## src/rtl/pc_seq_ctrl.sv

```systemverilog
// pc_seq_ctrl: next-PC sequencer for a 4-bit program counter register.
// Steps through FETCH -> DECODE -> EXEC and hands the PC register a one-cycle
// load strobe plus the next PC value. All outputs are registered on the rising
// edge, so they are stable when the PC register samples on the falling edge.
// Optional feature: define PC_SEQ_SKIP_EN to enable opcode 0xE as SKZ
// (skip next instruction when zero=1). Without it, 0xE is a NOP.
module pc_seq_ctrl #(
  parameter int                ADDR_W    = 4,
  parameter logic [ADDR_W-1:0] RESET_VEC = '0,
  parameter int                CNT_W     = 8
) (
  input  logic              clk,
  input  logic              reset,
  input  logic              start,
  input  logic              stop,
  input  logic [ADDR_W+3:0] instr_in,
  input  logic              zero,
  input  logic [ADDR_W-1:0] PC_out,
  output logic              PCload,
  output logic [ADDR_W-1:0] PC_in,
  output logic              ir_load,
  output logic              halted,
  output logic              wrap,
  output logic [CNT_W-1:0]  retired
);

  typedef enum logic [2:0] {
    IDLE   = 3'd0,
    FETCH  = 3'd1,
    DECODE = 3'd2,
    EXEC   = 3'd3,
    HALT   = 3'd4
  } state_t;

  localparam logic [3:0] OP_JMP = 4'hC;
  localparam logic [3:0] OP_JZ  = 4'hD;
  localparam logic [3:0] OP_SKZ = 4'hE;
  localparam logic [3:0] OP_HLT = 4'hF;

  state_t              state;
  state_t              state_next;
  logic [ADDR_W+3:0]   ir;
  logic [ADDR_W-1:0]   pc_next;
  logic                wrap_next;

  logic [3:0]          opcode;
  logic [ADDR_W-1:0]   operand;
  logic [ADDR_W:0]     inc1;
  logic [ADDR_W:0]     inc2;

  assign opcode  = ir[ADDR_W+3:ADDR_W];
  assign operand = ir[ADDR_W-1:0];
  // The extra top bit of each sum is the carry out of the max PC.
  assign inc1    = {1'b0, PC_out} + (ADDR_W+1)'(1);
  assign inc2    = {1'b0, PC_out} + (ADDR_W+1)'(2);

  // State register.
  // NOTE: sequential state uses non-blocking (<=) so every flop samples the
  // pre-edge values; blocking here would create order-dependent races.
  always_ff @(posedge clk or negedge reset) begin
    if (!reset) begin
      state <= IDLE;
    end else begin
      state <= state_next;
    end
  end

  // Next-state and next-PC decode; the DECODE cycle resolves the branch.
  // NOTE: every variable gets a default at the top so no path leaves it
  // unassigned, which would otherwise infer a latch.
  always_comb begin
    state_next = state;
    pc_next    = PC_in;
    wrap_next  = 1'b0;
    unique case (state)
      IDLE: begin
        if (start && !stop) state_next = FETCH;
      end
      FETCH: begin
        state_next = DECODE;
      end
      DECODE: begin
        if (opcode == OP_HLT) begin
          state_next = HALT;
        end else begin
          state_next = EXEC;
          pc_next    = inc1[ADDR_W-1:0];
          wrap_next  = inc1[ADDR_W];
          case (opcode)
            OP_JMP: begin
              pc_next   = operand;
              wrap_next = 1'b0;
            end
            OP_JZ: begin
              if (zero) begin
                pc_next   = operand;
                wrap_next = 1'b0;
              end
            end
`ifdef PC_SEQ_SKIP_EN
            OP_SKZ: begin
              if (zero) begin
                pc_next   = inc2[ADDR_W-1:0];
                wrap_next = inc2[ADDR_W];
              end
            end
`endif
            default: ;
          endcase
        end
      end
      EXEC: begin
        state_next = stop ? IDLE : FETCH;
      end
      HALT: begin
        state_next = HALT;
      end
      default: begin
        state_next = IDLE;
      end
    endcase
  end

  // Moore outputs: registered from the state being entered, so each strobe
  // is high for exactly the cycle spent in its state.
  always_ff @(posedge clk or negedge reset) begin
    if (!reset) begin
      PCload  <= 1'b0;
      ir_load <= 1'b0;
      halted  <= 1'b0;
      wrap    <= 1'b0;
      PC_in   <= RESET_VEC;
      retired <= '0;
    end else begin
      PCload  <= (state_next == EXEC);
      ir_load <= (state_next == FETCH);
      halted  <= (state_next == HALT);
      wrap    <= (state_next == EXEC) && wrap_next;
      if (state_next == EXEC) begin
        PC_in <= pc_next;
        if (retired != '1) retired <= retired + CNT_W'(1);
      end
    end
  end

  // Instruction register: captures the word presented during FETCH.
  always_ff @(posedge clk or negedge reset) begin
    if (!reset) begin
      ir <= '0;
    end else if (state == FETCH) begin
      ir <= instr_in;
    end
  end

  // OP_SKZ is only decoded when the skip feature is built in.
  logic unused_ok;
  assign unused_ok = ^{OP_SKZ, inc2};

endmodule

```

## config.mk

```make
export PLATFORM = sky130hd
export DESIGN_NAME = pc_seq_ctrl
export DESIGN_NICKNAME = d
export VERILOG_FILES = /design/src/rtl/pc_seq_ctrl.sv
export SDC_FILE = /design/constraint.sdc
export NUM_CORES = 1
export LEC_CHECK = 0
export CAP_MARGIN = 20
export CORE_MARGIN = 4
export CORE_UTILIZATION = 46
export CTS_CLUSTER_SIZE = 40
export DETAILED_ROUTE_END_ITERATION = 6
export HOLD_SLACK_MARGIN = 0.12
export PLACE_DENSITY = 0.77
export SLEW_MARGIN = 40
export SYNTH_ARGS = -nofsm -noshare
export SYNTH_HDL_FRONTEND = slang
export SYNTH_SLANG_ARGS = --single-unit
```

## constraint.sdc

```tcl
create_clock -name clk -period 1.8 [get_ports clk]
set_input_delay 0.36 -clock clk [delete_from_list [all_inputs] [get_ports clk]]
set_output_delay 0.36 -clock clk [all_outputs]
set_load 0.005 [all_outputs]
```

## Word-level counts from Yosys, hierarchy flattened

Index checks and enable logic that the tools add are counted.

| word-level totals | value |
|---|---|
| register bits after elaboration | 27 |
| bits of input ports | 17 |
| word-level logic and storage cells | 38 |
| output and inout port bits | 16 |

| operators by class | value |
|---|---|
| add/subtract/negate cells | 2 |
| reductions and logical operators | 6 |
| bitwise logic cells | 1 |
| muxes and demuxes | 10 |
| equal/unequal tests | 11 |

Operators with widths:

| cell | number |
|---|---|
| case mux 3 bit (5 select lines) | 1 |
| == test 4 bit, second input constant | 3 |
| == test 3 x 2 -> 1 bit, second input constant | 3 |
| adder 8 x 1 -> 8 bit, second input constant | 1 |
| != test 8 bit, second input constant | 1 |
| case mux 4 bit (2 select lines) | 1 |
| == test 3 x 1 -> 1 bit, second input constant | 2 |
| == test 3 bit, second input constant | 2 |
| 2-to-1 mux 3 bit | 2 |
| adder 4 x 1 -> 5 bit, second input constant | 1 |
| 2-to-1 mux 1 bit | 4 |
| 2-to-1 mux 4 bit | 1 |
| zero test 3 bit | 1 |
| AND reduction 3 bit | 1 |
| logical AND 1 bit | 2 |
| case mux 1 bit (2 select lines) | 1 |
| AND reduction 2 bit | 1 |
| zero test 1 bit | 1 |
| inverter 1 bit | 1 |

## Depth between registers and ports, before layout

| depth | value |
|---|---|
| depth after elaboration | 6 |
| gate-level depth with buffers | 5 |
| gate-level depth less buffers | 5 |

## Least setup slack after synthesis

No wires, ideal clock.

| timing | value |
|---|---|
| path type | reg2reg |
| start | register retired[0] |
| end | register retired[1] |
| arrival | 1.316 ns |
| cell stages (with the launch flop) | 5 |
| data required time | 1.675 ns |
| path buffers | 0 |
| clock period less this slack | 1.441 ns |
| setup slack | 0.359 ns |
| library setup time | 0.125 ns |
| cell sequence | dfrtp_1 > ha_1 > nand3_1 > o211ai_2 > mux2_2 |

| on the way | value |
|---|---|
| longest elaborated chain between the ends | 2 |
| elaborated cells between the ends (all ways) | 3 |
| those cells by class | add/sub (1); eq/ne (1); reduce/logical (1) |

RTL lines:

| item | line | source |
|---|---|---|
| start, declared | 24 | `output logic [CNT_W-1:0] retired` |
| start signal, assigned | 141 | `if (retired != '1) retired <= retired + CNT_W'(1);` |
| branches (longest 2 deep; another with adder 8 x 1 -> 8 bit) | - |  |

Parallel ways; which one is timed is not known.
A chain may end at the register's enable or synchronous reset.

## Final worst setup path

| timing | value |
|---|---|
| start | register retired[4] |
| end | output port retired[4] |

No word-level cell between the ends.

==> run_results.csv <==
group,metric,value,unit
run_status,status,"finished, final reports clean",
timing,period_minus_slack,1.68,ns
synth,synthTopCellsByCount,"dfrtp_1 (27), nand2_1 (10), mux2_2 (9)",
synth,ys_seq_area_share,57.4,%
timing,rsz0062_at_grt,"false",
synth,syn_area_per_cell,12.3,µm²
clock_network,cts_buffer_depth,2,
synth,yosysMostFrequentCell,"dfrtp_1",
power_and_ir_drop,fin_total_pwr,0.00228,W
floorplan,die_w,58.6,µm
clock_network,cts_setup_buffers,0,
global_routing,grt_antenna_before_repair,0,
final_layout,diodes,0,
synth,yosys-top-cells-area,"dfrtp_1 (57%), mux2_2 (8.6%), xor2_1 (5.2%), mux2i_1 (3.4%), nand2_1 (3.2%)",
synth,synth_edf_count,0,
clock_network,htree_num_levels,1,
clock_network,holdBufCountCts,0,
synth,syn_inst,96,
global_routing,grt_pass1_wl,3.55,mm
floorplan,core,0.00245,mm²
synth,synth_ff_type,"dfrtp_1",
timing,fin_crit_sh,93.3,%
drt,ant_nets,0,
clock_network,clkTransAtPathRegs,0.14,ns
power_and_ir_drop,p_leak,0.694,nW
setup_path,worst_path_max_delay_cell,"clkdlybuf4s50_1",
clock_network,cts_tree,"built",
synth,synth_cell_types,25,
setup_path,critPathBufInv,1,
drt,drc,0,
drt,wire_per_inst,12.9,µm
synth,async_flop_share,100,%
setup_path,critPathLaunchType,"register",
final_layout,fillers,210,
clock_network,clk_latency,0.32,ns
job,maxCapViolations,0,
clock_network,cts_root_buffer,"clkbuf_4",
setup_path,worstPathMaxFanout,5,
power_and_ir_drop,power_density,1440,mW/mm²
floorplan,num_rows,18,
drt,first_pass_iters,4,
drt,via_count,848,
global_routing,gr-total-overflow,0,
synth,synth_top_area_share,57.4,%
floorplan,start_util,48.0,%
global_routing,grt_max_degree,28,
floorplan,die_h,58.6,µm
timing,worstMarginPinSlew,0.372,ns
timing,slew_headroom,75.1,%
setup_path,cp-end-kind,"output pin",
synth,synth_seq_cells,27,
setup_path,reg2reg_from,"retired[0]",
power_and_ir_drop,peakVddDrop,760,µV
timing,tns,0,ns
synth,syn-cell-area,0.00118,mm²
placement,hpwl,1.68,mm
setup_path,slowest_delay,0.54,ns
global_routing,grt.total_usage,13.6,%
synth,yosys_warnings,0,
timing,drv_slew,0,
timing,finalSetupViolCount,0,
final_layout,nets,154,
floorplan,io_pins,33,
final_layout,area_delta_synth_final,34.2,%
setup_path,cp.arrival,1.32,ns
floorplan,die-area,0.00343,mm²
setup_path,crit_start,"retired[4]",
final_layout,fin_util,64.4,%
final_layout,drive_above_1_share,16.4,%
setup_path,crit_type,"register to output pin",
clock_network,cts_resized,0,
global_routing,grt_pass1_vias,825,
setup_path,required,1.44,ns
drt,first_iter_violations,15,
drt,wl,2.11,mm
synth,synth_top_cell_by_area,"dfrtp_1",
placement,place_congestion,0.715,
synth,syn_nets,115,
timing,timing.fmax,595,MHz
timing,hold_ws,0.389,ns
timing,skew,0.0127,ns
setup_path,cp_cell_sequence,"clkdlybuf4s50_1",
setup_path,critical-path-top-delay-family,"buffers and inverters",
placement,port_buffers,32,
clock_network,cts.sinks,27,
timing,final_hold_viol_count,0,
drt,viasPerCell,5.17,
clock_network,cts_made_buffers,3,
min_path,hp-class,"input pin to async pin",
==> state kept, by name, indices dropped and copies added (netlist names) <==
signal   cells
PC_in        4
PCload       1
halted       1
ir           8
ir_load      1
retired      8
state        3
wrap         1
==> worst paths after layout <==
check                      depth (start not counted)         end  slack (ns)
max in group asynchronous                          2      PCload        1.15
setup / recovery                                   1  retired[4]        0.12
min in group clk                                   2    PC_in[2]        0.50
hold reg to reg                                    2    PC_in[2]        0.50
setup reg to reg                                   4  retired[1]        0.23
hold / removal                                     2  retired[5]        0.39
==> report_power, final <==
group	total (W)	switching [W]	leakage [nW]	internal, W
registers	0.00107	0.000211	0.337	0.000858
clock network	0.000255	0.000168	0.0150	0.0000867
logic	0.000952	0.000364	0.342	0.000588
total	0.00228	0.000743	0.694	0.00153
==> metal layers <==
layer	vias up	wire length, µm	GRT usage, %
met5	-	0	0
met4	0	40	6.47
met3	4	151	2.19
met2	25	1040	24.2
met1	414	881	15.7
li1	405	-	-
==> stage by stage <==
step,cells,setup slack (ns),cell area (µm²)
after CTS,164,0.104,1580
after floorplan,96,0.359,1180
after global placement,160,0.222,1550
final,164,0.120,1580
after detailed placement,160,0.199,1550
after global routing,164,0.0499,1580
==> cells by family after synthesis <==
logic type	after synthesis	synth area share, %
and+or+nand+nor	35	16.7
DFF	27	57.4
muxes	13	12.0
xor gates and xnor gates	9	6.70
AOI/OAI and AO/OA	7	4.14
buffers and inverters	3	0.956
adders and majority gates	2	2.13
==> cell usage in the layout (no fill, tap or decap), drive strengths merged <==
cell            n
xnor2           2
nand3           4
a2bb2oi         1
nor2b           1
inv             2
buf             3
nand2          10
clkbuf          4
mux2            9
xor2            7
o211ai          1
dfrtp          27
mux2i           4
clkdlybuf4s50  32
a211oi          1
nor2            7
nor3            4
ha              2
o21ai           3
nand4           2
or2             2
a21oi           1
nor3b           2
nand2b          2
nor4            1
==> area by class of cell <==
type,count,area [µm²],share of cell area [%]
clock buffer,4,26.3,1.66
multi-input combinational,66,490,31.0
tap,30,37.5,2.38
timing repair buffer,35,343,21.7
inverter,2,7.51,0.475
sequential,27,676,42.8
Power figures use the tool's default switching activity.
